**src/rtl/key_debounce_multi.sv**
```systemverilog
// Multi-channel push-button debouncer: 2-flop sync, stability counter,
// and registered press/release/long-press event pulses per channel.
module key_debounce_multi #(
  parameter int unsigned NUM_KEYS   = 4,
  parameter int unsigned DELAY_CNT  = 1_000_000,
  parameter int unsigned LONG_CNT   = 50_000_000,
  parameter bit          ACTIVE_LOW = 1'b1
) (
  input  logic                clk,
  input  logic                rst,
  input  logic [NUM_KEYS-1:0] key_in,
  output logic [NUM_KEYS-1:0] key_state,
  output logic [NUM_KEYS-1:0] key_press,
  output logic [NUM_KEYS-1:0] key_release,
  output logic [NUM_KEYS-1:0] key_long,
  output logic                any_press
);

  localparam int unsigned DW = $clog2(DELAY_CNT + 1);
  localparam int unsigned LW = $clog2(LONG_CNT + 1);
  localparam logic [NUM_KEYS-1:0] IDLE_RAW = {NUM_KEYS{ACTIVE_LOW}};

  logic [NUM_KEYS-1:0] sync1;
  logic [NUM_KEYS-1:0] sync2;
  logic [NUM_KEYS-1:0] act;

  // Synchronisers idle at the released pin level so reset never looks like a press
  always_ff @(posedge clk or posedge rst) begin
    if (rst) begin
      sync1 <= IDLE_RAW;
      sync2 <= IDLE_RAW;
    end else begin
      sync1 <= key_in;
      sync2 <= sync1;
    end
  end

  assign act = sync2 ^ IDLE_RAW;

  for (genvar g = 0; g < NUM_KEYS; g++) begin : g_ch
    logic [DW-1:0] db_cnt;
    logic [LW-1:0] long_cnt;
    logic          state_q;
    logic          press_q;
    logic          release_q;
    logic          long_q;
    logic          accept;

    assign accept = (act[g] != state_q) && (db_cnt == DW'(DELAY_CNT - 1));

    // Debounce: only an unbroken run of disagreeing samples flips the state
    always_ff @(posedge clk or posedge rst) begin
      if (rst) begin
        db_cnt    <= '0;
        state_q   <= 1'b0;
        press_q   <= 1'b0;
        release_q <= 1'b0;
      end else begin
        press_q   <= accept & act[g];
        release_q <= accept & ~act[g];
        if (act[g] == state_q) begin
          db_cnt <= '0;
        end else if (accept) begin
          state_q <= act[g];
          db_cnt  <= '0;
        end else begin
          db_cnt <= db_cnt + DW'(1);
        end
      end
    end

    // Long press: saturating hold counter; a release on the firing edge suppresses the pulse
    always_ff @(posedge clk or posedge rst) begin
      if (rst) begin
        long_cnt <= '0;
        long_q   <= 1'b0;
      end else begin
        long_q <= state_q && !accept && (long_cnt == LW'(LONG_CNT - 1));
        if (!state_q || accept) begin
          long_cnt <= '0;
        end else if (long_cnt != LW'(LONG_CNT)) begin
          long_cnt <= long_cnt + LW'(1);
        end
      end
    end

    assign key_state[g]   = state_q;
    assign key_press[g]   = press_q;
    assign key_release[g] = release_q;
    assign key_long[g]    = long_q;
  end

  assign any_press = |key_press;

endmodule

```
**config.mk**
```make
export PLATFORM = sky130hd
export DESIGN_NAME = key_debounce_multi
export DESIGN_NICKNAME = d
export VERILOG_FILES = /design/src/rtl/key_debounce_multi.sv
export SDC_FILE = /design/constraint.sdc
export NUM_CORES = 1
export LEC_CHECK = 0
export CORE_MARGIN = 3
export CORE_UTILIZATION = 56
export DETAILED_ROUTE_END_ITERATION = 8
export PLACE_DENSITY = 0.83
export SYNTH_ARGS = -nofsm -noshare
export SYNTH_HDL_FRONTEND = slang
export SYNTH_SLANG_ARGS = --single-unit
```
**constraint.sdc**
```tcl
create_clock -name clk -period 6.9 [get_ports clk]
set_input_delay 1.38 -clock clk [delete_from_list [all_inputs] [get_ports clk]]
set_output_delay 1.38 -clock clk [all_outputs]
set_load 0.02 [all_outputs]
```
# After elaboration in Yosys (flattened, before gate mapping)
# Index checks and enable logic that the tools add are counted.
# Widths: inputs -> output; s select.
[op_classes] n_reduce_logical=33 bitwise_logic=17 add_sub_neg=8 mux=16 eq_ne=20
[op_table] cell="$mux 26" n=8
[op_table] cell="$mux 20" n=8
[op_table] cell="$add 26x1->26 const B" n=4
[op_table] cell="$eq 26x26->1 const B" n=4
[op_table] cell="$ne 26x26->1 const B" n=4
[op_table] cell="$add 20x1->20 const B" n=4
[op_table] cell="$eq 20x20->1 const B" n=4
[op_table] cell="$logic_and 1x1->1" n=12
[op_table] cell="$and 1x1->1" n=8
[op_table] cell="$logic_not 1->1" n=8
[op_table] cell="$not 1->1" n=8
[op_table] cell="$reduce_and 2->1" n=4
[op_table] cell="$reduce_bool 2->1" n=4
[op_table] cell="$eq 1x1->1" n=4
[op_table] cell="$logic_or 1x1->1" n=4
[op_table] cell="$ne 1x1->1" n=4
[op_table] cell="$not 4->4" n=1
[op_table] cell="$reduce_or 4->1" n=1
[word_totals] in_bits=6 ff_bits=208

# Logic depth before layout (Yosys ltp)
[logic_depth] ltp_word=6 mapped_depth=8 mapped_depth_nobuf=7

# Worst setup path before layout
# OpenSTA, ideal clock, no wires.
[synth_timing] path_type="reg2out" startpoint="register g_ch[1].press_q" endpoint="output any_press" n_path_buf=0 t_arrival_ns=0.982 path_slack_ns=4.538 path_stages_with_launch=2 cell_sequence="dfrtp_1 > or4_1"
[synth_between] elab_chain_cells=1
[synth_rtl] element="from (decl)" line="44" source="logic press_q;"
[synth_rtl] element="from (signal assigned)" line="59" source="press_q <= accept & act[g];"
[synth_rtl] element="$reduce_or 4->1" line="93" source="assign any_press = |key_press;"
[synth_rtl] element="to (decl)" line="16" source="output logic any_press"
# Every way passes these cells.

# Worst setup path after layout
# Ends and elaborated chain as after synthesis.

==> metrics.md <==
| Metric | Value |
|---|---|
| Status | `completed` |
| Post-synthesis sequential area ratio | `51.7%` |
| Via Count | `between 7,000 and 8,000` |
| PnR worst setup slack | `3.61 ns` |
| Mapped Area | `between 10,000 and 15,000 sq um` |
| Multi-input logic area | `around 4500 sq um` |
| Clock Latency Late Sink | `0.50 ns` |
| DR WL/cell | `14.6 um` |
| Number of CTS-inserted buffers | `23` |
| Die height | `140 um` |
| CP max FO | `2` |
| I/O Pins | `23` |
| Tcrit/Tclk final | `47.6%` |
| Clock skew | `0.0105 ns` |
| Final setup violating endpoints | `0` |
| Synth unique cells | `between 40 and 50` |
| Vias in the first global route | `slightly above 7,000` |
| Met3 Use GR | `2.87%` |
| Worst path arrival time | `around 1.9 ns` |
| Placement-stage worst setup slack | `3.81 ns` |
| R2R setup slack | `between 4 and 5 ns` |
| Final setup TNS | `0 ns` |
| Initial DRC count | `between 300 and 400` |
| Min Tclk post-route | `3.29 ns` |
| TritonCTS Sinks | `roughly 210` |
| Worst Max-Slew Pin Slew | `1.14 ns` |
| Root Buffer Master | `clkbuf_16` |
| Leak | `4.46 nW` |
| Cell count after synthesis | `1,025` |
| Register area | `5220 sq um` |
| Filler cell count | `1,330` |
| Clock-pin slew on the worst setup and hold paths | `0.06 ns` |
| Prevailing post-synth register cell | `dfrtp_1` |
| Max-cap violations | `0` |
| Share of cells above drive strength 1 | `5.79%` |
| CP Launch Type | `register` |
| Postcts setup bufs | `0` |
| H-Tree Depth | `1` |
| Ant diodes | `0` |
| Final hold viol count | `0` |
| Slew HR | `23.2%` |
| Post-Syn Nets | `1,043` |
| Ys async rst share | `100%` |
| Hold crit path type | `reg -> reg` |
| Initial Util | `57.7%` |
| Yosys reg bits | `approximately 210` |
| Worst EP required | `5.52 ns` |
| Final Max Slew Viols | `0` |
| Drt drc | `0` |
| Worst setup EP type | `output pin` |
| TritonCTS clock tree | `built` |
| Grt ovf | `0` |
| Number of buffers added on ports | `22` |
| Grt met2 use | `a little under a third` |
| Global-route usage over all layers | `19.2%` |
| Power density cells | `220 nW/um^2` |
| Unrepaired setup endpoints after global routing | `no` |
| EDFF count, synth | `0` |
| PostCTS Resize Cnt | `0` |
| Gr busiest metal | `met2` |
| Layout net count | `1,055` |
| Die width | `approximately 140 um` |
| Syn_area_per_cell | `9.84 sq um` |
| CTS max path bufs | `3` |
| Routed wire length | `about 19 mm` |
| Full die area | `19,700 sq um` |
| Core ar. | `17,500 sq um` |
| Largest net degree at the start of global routing | `129` |
| First-pass GRT wire length | `32.5 mm` |
| GR Layer Usage met1 | `a little over a quarter` |
| P&R area growth vs syn | `10.1%` |
| CTS Hold Bufs | `0` |
| Initial antenna violation count | `0` |
| VDD IR-drop max | `0.213 mV` |
| DR pass1 iterations | `5` |
| Post-DRT Antenna Nets | `0` |
| CP Class | `reg -> out` |
| Via-to-Cell Ratio | `~5.7` |
| F_max | `0.304 GHz` |
| YS warnings | `0` |
| GP Congestion | `0.828` |
| Core Rows | `48` |
| Placed wire-length estimate | `roughly 12 mm` |
## through the flow
step	hold WS [ns]	instances	utilization, %	area, sq um	power (mW)
after floorplan	0.345	1025	-	10100	1.29
after global placement	0.345	1237	59.4	10400	1.31
after detailed placement	0.347	1237	59.4	10400	1.31
after CTS	0.354	1278	63.5	11100	2.47
after global routing	0.348	1278	63.5	11100	2.52
final	0.349	1278	63.5	11100	2.44
## report_power, final
| group | internal, mW | switching (mW) |
|---|---|---|
| registers | 1.23 | 0.00918 |
| clock network | 0.685 | 0.468 |
| logic | 0.0112 | 0.0360 |
| total | 1.93 | 0.513 |
## flip-flops by register name, indices dropped and copies added, names as in the netlist
| register | flops |
|---|---|
| g_ch.long_cnt | 104 |
| g_ch.release_q | 4 |
| sync1 | 4 |
| g_ch.long_q | 4 |
| g_ch.db_cnt | 80 |
| sync2 | 4 |
| g_ch.state_q | 4 |
| g_ch.press_q | 4 |
## area by class of cell
type                            instances  share of cell area [%]
Clock buffer                           33                    5.79
Clock inverter                          8                   0.643
Inverter                               24                   0.846
Multi-Input combinational cell        756                    41.0
Sequential cell                       208                    47.0
Tap cell                              225                    2.54
Timing Repair Buffer                   24                    2.23
## cells by family (layout without fill, tap and decap cells)
group | Yosys count | after routing | synth area share, %
buffers and inverters | 61 | 89 | 3.30
xor gates and xnor gates | 170 | 170 | 14.8
and+or+nand+nor | 554 | 554 | 27.2
DFF | 208 | 208 | 51.7
AOI/OAI and AO/OA | 16 | 16 | 1.08
muxes | 4 | 4 | 0.397
adders and majority gates | 12 | 12 | 1.49
## routing by layer
metal	up-vias	wire length, um
met4	0	409
li1	3503	-
met1	3588	8660
met5	-	0
met3	40	660
met2	143	8960
## cell usage after synthesis (all sizes together) (3+ instances only)
cell type | instances | share of area (%)
ha | 12 | 1.5
o21ai | 9 | 0.71
inv | 24 | 0.89
and3 | 34 | 2.1
xnor2 | 63 | 5.5
nand2 | 61 | 2.4
nand4 | 53 | 3.3
nand3 | 90 | 4.5
nor3 | 28 | 1.4
or4 | 4 | 0.34
nor4 | 28 | 1.8
and4 | 12 | 1.0
nand3b | 3 | 0.22
dfstp | 8 | 2.1
nor4b | 8 | 0.69
nor2 | 208 | 7.7
nor4bb | 3 | 0.30
and2 | 6 | 0.37
or3 | 5 | 0.31
clkbuf | 8 | 0.30
dfrtp | 200 | 50
xor2 | 107 | 9.3
or2 | 4 | 0.25
a21oi | 6 | 0.30
buf | 29 | 2.1
mux2i | 4 | 0.40
## final timing paths
path | from | to | cells after the start
max | g_ch[1].press_q | any_press | 2
min | sync1[2] | sync2[2] | 0
max reg2reg | g_ch[1].db_cnt[0] | g_ch[1].long_q | 5
min reg2reg | sync1[2] | sync2[2] | 0
max in group asynchronous | rst | g_ch[3].press_q | 3
min in group asynchronous | rst | g_ch[2].long_cnt[19] | 2
## cell usage in the layout (no fill, tap or decap), types with 5 or more instances in the layout
master and n:
and4_1 12, clkinv_2 5, a21oi_1 6, nand3_1 90, o21ai_0 5, inv_1 23
nand2_1 59, dfrtp_1 200, nor4_1 26, xnor2_1 63, xor2_1 107, nand4_1 53
clkbuf_16 23, clkdlybuf4s50_1 22, nor2_1 208, or3_1 5, and3_1 32, nor3_1 28
nor4b_1 8, clkbuf_1 7, ha_1 12, and2_1 6, dfstp_2 8
## critical path, stage by stage, from the launching register on
cell and delay (ns):
dfrtp_1 0.37, or4_1 0.50, clkdlybuf4s50_1 0.55
Note: power is estimated with default switching activity, not from simulation.
